<file path="src/rtl/multiport_mem_scheduler.sv">
`default_nettype none
// ============================================================================
// Module  : multiport_mem_scheduler
// Brief   : Valid/ready request front-end for a multiport RAM with round-robin
//           same-address hazard resolution and pipelined read responses.
// Revision: 1.0
// ============================================================================
module multiport_mem_scheduler #(
    parameter int mem_width  = 12,
    parameter int addr_width = 12,
    parameter int port_count = 2,
    parameter int RD_LATENCY = 1
) (
    input  logic                             clk,
    input  logic                             reset,
    input  logic [port_count-1:0]            req_valid,
    output logic [port_count-1:0]            req_ready,
    input  logic [port_count-1:0]            req_write,
    input  logic [addr_width*port_count-1:0] req_addr,
    input  logic [mem_width*port_count-1:0]  req_wdata,
    output logic [port_count-1:0]            rsp_valid,
    output logic [mem_width*port_count-1:0]  rsp_rdata,
    output logic [addr_width*port_count-1:0] ram_address,
    output logic [mem_width*port_count-1:0]  ram_datain,
    output logic [port_count-1:0]            ram_mem_write,
    input  logic [mem_width*port_count-1:0]  ram_dataout
);

    localparam int PTR_W = $clog2(port_count);

    logic [PTR_W-1:0]                      rr_ptr_q, rr_ptr_d;
    logic [port_count-1:0]                 grant, conflicted, accept;
    logic [port_count-1:0][RD_LATENCY:0]   rd_pipe_q, rd_pipe_d;
    logic [port_count-1:0]                 rsp_valid_q, rsp_valid_d;
    logic [mem_width*port_count-1:0]       rsp_rdata_q, rsp_rdata_d;
    logic [addr_width*port_count-1:0]      ram_address_q, ram_address_d;
    logic [mem_width*port_count-1:0]       ram_datain_q, ram_datain_d;
    logic [port_count-1:0]                 ram_mem_write_q, ram_mem_write_d;

    // Circular distance from the round-robin pointer; smaller wins a conflict.
    function automatic int prio(input int idx, input logic [PTR_W-1:0] ptr);
        return (idx + port_count - int'(ptr)) % port_count;
    endfunction

    always_comb begin
        grant      = '0;
        conflicted = '0;
        rr_ptr_d   = rr_ptr_q;
        for (int i = 0; i < port_count; i++) begin
            grant[i] = req_valid[i];
            for (int j = 0; j < port_count; j++) begin
                if (j != i && req_valid[i] && req_valid[j] &&
                    req_addr[i*addr_width +: addr_width] == req_addr[j*addr_width +: addr_width] &&
                    (req_write[i] || req_write[j])) begin
                    conflicted[i] = 1'b1;
                    if (prio(j, rr_ptr_q) < prio(i, rr_ptr_q)) grant[i] = 1'b0;
                end
            end
        end
        for (int i = 0; i < port_count; i++) begin
            if (grant[i] && conflicted[i]) rr_ptr_d = PTR_W'((i + 1) % port_count);
        end
    end

    assign req_ready = grant & {port_count{reset}};
    assign accept    = req_valid & req_ready;

    always_comb begin
        ram_address_d   = ram_address_q;
        ram_datain_d    = ram_datain_q;
        ram_mem_write_d = '0;
        rsp_rdata_d     = rsp_rdata_q;
        rsp_valid_d     = '0;
        rd_pipe_d       = '0;
        for (int i = 0; i < port_count; i++) begin
            if (accept[i]) begin
                ram_address_d[i*addr_width +: addr_width] = req_addr[i*addr_width +: addr_width];
                ram_datain_d[i*mem_width +: mem_width]    = req_wdata[i*mem_width +: mem_width];
                ram_mem_write_d[i]                        = req_write[i];
            end
            // Stage 0 tags a fresh read; the top stage lines up with valid RAM data.
            rd_pipe_d[i] = {rd_pipe_q[i][RD_LATENCY-1:0], accept[i] & ~req_write[i]};
            rsp_valid_d[i] = rd_pipe_q[i][RD_LATENCY];
            if (rd_pipe_q[i][RD_LATENCY]) begin
                rsp_rdata_d[i*mem_width +: mem_width] = ram_dataout[i*mem_width +: mem_width];
            end
        end
    end

    always_ff @(posedge clk or negedge reset) begin
        if (!reset) begin
            rr_ptr_q        <= '0;
            rd_pipe_q       <= '0;
            rsp_valid_q     <= '0;
            rsp_rdata_q     <= '0;
            ram_address_q   <= '0;
            ram_datain_q    <= '0;
            ram_mem_write_q <= '0;
        end else begin
            rr_ptr_q        <= rr_ptr_d;
            rd_pipe_q       <= rd_pipe_d;
            rsp_valid_q     <= rsp_valid_d;
            rsp_rdata_q     <= rsp_rdata_d;
            ram_address_q   <= ram_address_d;
            ram_datain_q    <= ram_datain_d;
            ram_mem_write_q <= ram_mem_write_d;
        end
    end

    assign rsp_valid     = rsp_valid_q;
    assign rsp_rdata     = rsp_rdata_q;
    assign ram_address   = ram_address_q;
    assign ram_datain    = ram_datain_q;
    assign ram_mem_write = ram_mem_write_q;

endmodule
`default_nettype wire

</file>
<file path="config.mk">
export PLATFORM = sky130hd
export DESIGN_NAME = multiport_mem_scheduler
export DESIGN_NICKNAME = d
export VERILOG_FILES = /design/src/rtl/multiport_mem_scheduler.sv
export SDC_FILE = /design/constraint.sdc
export NUM_CORES = 1
export LEC_CHECK = 0
export BUFFER_PORTS_ARGS = -buffer_cell sky130_fd_sc_hd__buf_2
export CAP_MARGIN = 20
export CORE_MARGIN = 5
export CORE_UTILIZATION = 24
export CTS_CLUSTER_SIZE = 20
export DETAILED_ROUTE_END_ITERATION = 7
export GPL_TIMING_DRIVEN = 0
export PLACE_DENSITY = 0.55
export SLEW_MARGIN = 15
export SYNTH_ARGS = -nofsm -noshare
export SYNTH_HDL_FRONTEND = slang
export SYNTH_SLANG_ARGS = --single-unit
</file>
<file path="constraint.sdc">
create_clock -name clk -period 1.7 [get_ports clk]
set_input_delay 0.34 -clock clk [delete_from_list [all_inputs] [get_ports clk]]
set_output_delay 0.34 -clock clk [all_outputs]
set_load 0.005 [all_outputs]
</file>
==> flow_metrics.env <==
export IMPL_grt_overflow_total=0
export IMPL_synth_cell_type_count=24
export IMPL_dp_slack_ns=-0.516
export IMPL_rsz0062_at_grt="yes"
export IMPL_dieWidth_microns=126
export IMPL_worstMarginPinSlew_ns=0.912
export IMPL_netlist_instances=192
export IMPL_hp_class="in -> async"
export IMPL_startpoint_type="primary input"
export IMPL_ant_nets=0
export IMPL_row_count=42
export IMPL_boundaryPins=156
export IMPL_fmax_mhz=521
export IMPL_cts_path_max_buffers=2
export IMPL_initialDrtViolationCount=57
export IMPL_outcome="finished with violations"
export IMPL_syn_area_per_cell_sq_um=16.7
export IMPL_critPathRequiredTime_ns=1.36
export IMPL_yosysWarnings=0
export IMPL_failed_checks="setup timing"
export IMPL_leakagePower_nw=2.47
export IMPL_grt_pass1_wl_microns=13200
export IMPL_cp_cell_sequence="buf_8 > xor2_4 > nor4_4 > nand4_1 > nand3_4 > buf_12 > clkinv_4 > buf_6"
export IMPL_gp_congestion=0.700
export IMPL_die_area_sq_um=15800
export IMPL_setup_slack_ns=-0.221
export IMPL_antenna_found_initial=0
export IMPL_critPathKind="in -> out"
export IMPL_numPortBuffers=155
export IMPL_cts_tree="done"
export IMPL_r2r_setup_slack_ns=-0.07
export IMPL_slew_violations=0
export IMPL_grt_usage_pct=10.6
export IMPL_cp_startpoint="req_addr[23]"
export IMPL_place_hpwl_microns=5880
export IMPL_setup_viol_count_final=29
export IMPL_fin_cells=556
export IMPL_period_share_pct=113
export IMPL_htreeDepth=3
export IMPL_ir_worst_vdd_mv=0.410
export IMPL_final_nets=453
export IMPL_antennaDiodeCount=0
export IMPL_vias=2276
export IMPL_clock_sinks=81
export IMPL_rr_worst_depth=8
export IMPL_finalWirelength_microns=8200
export IMPL_drv_cap=0
export IMPL_clkSlewWorstSetupHoldPaths_ns=0.06
export IMPL_ys_ff_latch=81
export IMPL_die_h_microns=126
export IMPL_area_growth_pct=55.3
export IMPL_worst_setup_path_end_kind="primary output"
export IMPL_cts_root_buffer="clkbuf_16"
export IMPL_r2r_end="ram_address[18]$_DFFE_PN0P_"
export IMPL_place_area_sq_um=4340
export IMPL_max_stage_delay_ns=0.35
export IMPL_slew_headroom_pct=39.0
export IMPL_post_route_drc_count=0
export IMPL_wl_per_cell_microns=14.7
export IMPL_synth_nets=270
export IMPL_coreArea_sq_um=13200
export IMPL_numCtsBuffers=9
export IMPL_finalCriticalPeriod_ns=1.92
export IMPL_r2r_start="rr_ptr_q$_DFFE_PN0P_"
export IMPL_drive_gt1_share_pct=71.1
export IMPL_drt_first_pass_iters=4
export IMPL_skew_ns=0.00775
export IMPL_final_area_sq_um=4980
export IMPL_synth_area_sq_um=3210
export IMPL_path_max_fanout=3
export IMPL_grt_pass1_vias=2424
export IMPL_setup_tns_final_ns=-3.27
export IMPL_cp_slowest_cell="nor4_4"
export IMPL_arrival_ns=1.58
export IMPL_initial_core_util_pct=24.3
export IMPL_via_per_inst=4.09
export IMPL_final_util_pct=37.8
export IMPL_worstSkewPairLatency_ns=0.34
export IMPL_grt_max_degree=46
export IMPL_dp_cells=524
export IMPL_ys_seq_area_share_pct=63.2
export IMPL_hold_viol_final=0
export IMPL_power_density_nw_per_um2=1040
-- synthesized netlist by cell type, drive strengths merged --
master / count / area [sq um]
and4: 1 / 8.76
o211ai: 1 / 7.51
xor2: 8 / 70.1
mux2: 72 / 875
xnor2: 4 / 35.0
inv: 2 / 7.51
buf: 7 / 68.8
o41ai: 1 / 8.76
nor4: 1 / 21.3
nand2: 2 / 7.51
and3: 1 / 6.26
and2: 1 / 6.26
nor3: 2 / 10.0
nor2b: 1 / 6.26
nand3: 1 / 10.0
nand4: 3 / 18.8
dfrtp: 81 / 2030
nor2: 2 / 7.51
nor3b: 1 / 7.51
-- sequential cells by signal, summed over array words and instances, names as in the netlist --
name,count
ram_address,24
ram_datain,24
ram_mem_write,2
rd_pipe_d,2
rd_pipe_q,2
rr_ptr_q,1
rsp_rdata,24
rsp_valid,2
-- per-stage QoR --
step / hold WS, ns / total power, mW
after floorplan: 0.0444 / 2.84
after global placement: 0.342 / 3.33
after detailed placement: 0.342 / 3.36
after CTS: 0.0581 / 5.30
after global routing: 0.0783 / 5.49
final: 0.0563 / 5.21
-- layout by cell type, fill, tap and decap left out, types with 2 or more instances in the layout --
cell type / count
clkbuf_16: 9
buf_16: 2
xnor2_1: 4
nor2_1: 2
buf_2: 146
buf_6: 7
dfrtp_1: 81
mux2_4: 40
nand2_1: 2
dlygate4sd3_1: 2
buf_12: 9
xor2_1: 5
mux2_2: 32
nand4_1: 3
buf_4: 7
xor2_4: 3
buf_8: 4
buf_1: 2
clkinv_2: 2
clkinv_4: 3
-- routing by layer --
metal | vias to the layer above | share of wire [%] | track usage, %
li1 | 1043 | - | -
met1 | 1111 | 42 | 13.5
met2 | 111 | 47 | 16.2
met3 | 11 | 8.5 | 3.85
met4 | 0 | 1.9 | 4.97
met5 | - | 0 | 0
-- area by class of cell --
| class | count | area, sq um |
|---|---|---|
| flip-flops and latches | 81 | 2030 |
| fillers | 1269 | 8210 |
| repair buffers | 173 | 1100 |
| plain buffers | 6 | 82.6 |
| inverters | 2 | 12.5 |
| well taps | 176 | 220 |
| clock buffers | 10 | 229 |
| clock inverters | 6 | 43.8 |
| multi-input cells | 102 | 1270 |
-- logic make-up after synthesis --
group,count (synthesis),synth area share [%]
XOR/XNOR,12,3.27
AO/OA/AOI/OAI,2,0.507
multiplexers,72,27.3
buffers and inverters,9,2.38
AND/OR/NAND/NOR,16,3.43
flip-flops,81,63.2
-- power by group --
part | switching [mW] | total [mW] | leakage [nW] | internal (mW)
clock | 0.806 | 1.80 | 0.133 | 0.994
sequential | 0.138 | 2.35 | 0.969 | 2.21
combinational | 0.390 | 1.06 | 1.37 | 0.666
-- worst max-delay path by stage --
stage / slack (ns) / endpoint
finish: -0.22 / req_ready[1]
CTS: -0.31 / req_ready[0]
global placement: -1.32 / req_ready[1]
floorplan: -0.05 / ram_address[10]$_DFFE_PN0P_
detailed placement: -0.52 / req_ready[1]
global route: -0.31 / req_ready[1]
-- timing repair --
item | in CTS | in global routing
gates cloned | 1 | 0
endpoints found under the setup margin | 36 | 51
hold buffers | 2 | 0
buffers inserted | 9 | 6
hold endpoints to repair | 19 | 0
gates resized for setup | 26 | 18
pin swaps | 7 | 6
-- critical path: cells and delay by family --
family                 cells  cell delay (ns)
AND/OR/NAND/NOR            3             0.70
XOR/XNOR                   1             0.18
buffers and inverters      4             0.37
(Power assumes the default switching activity.)
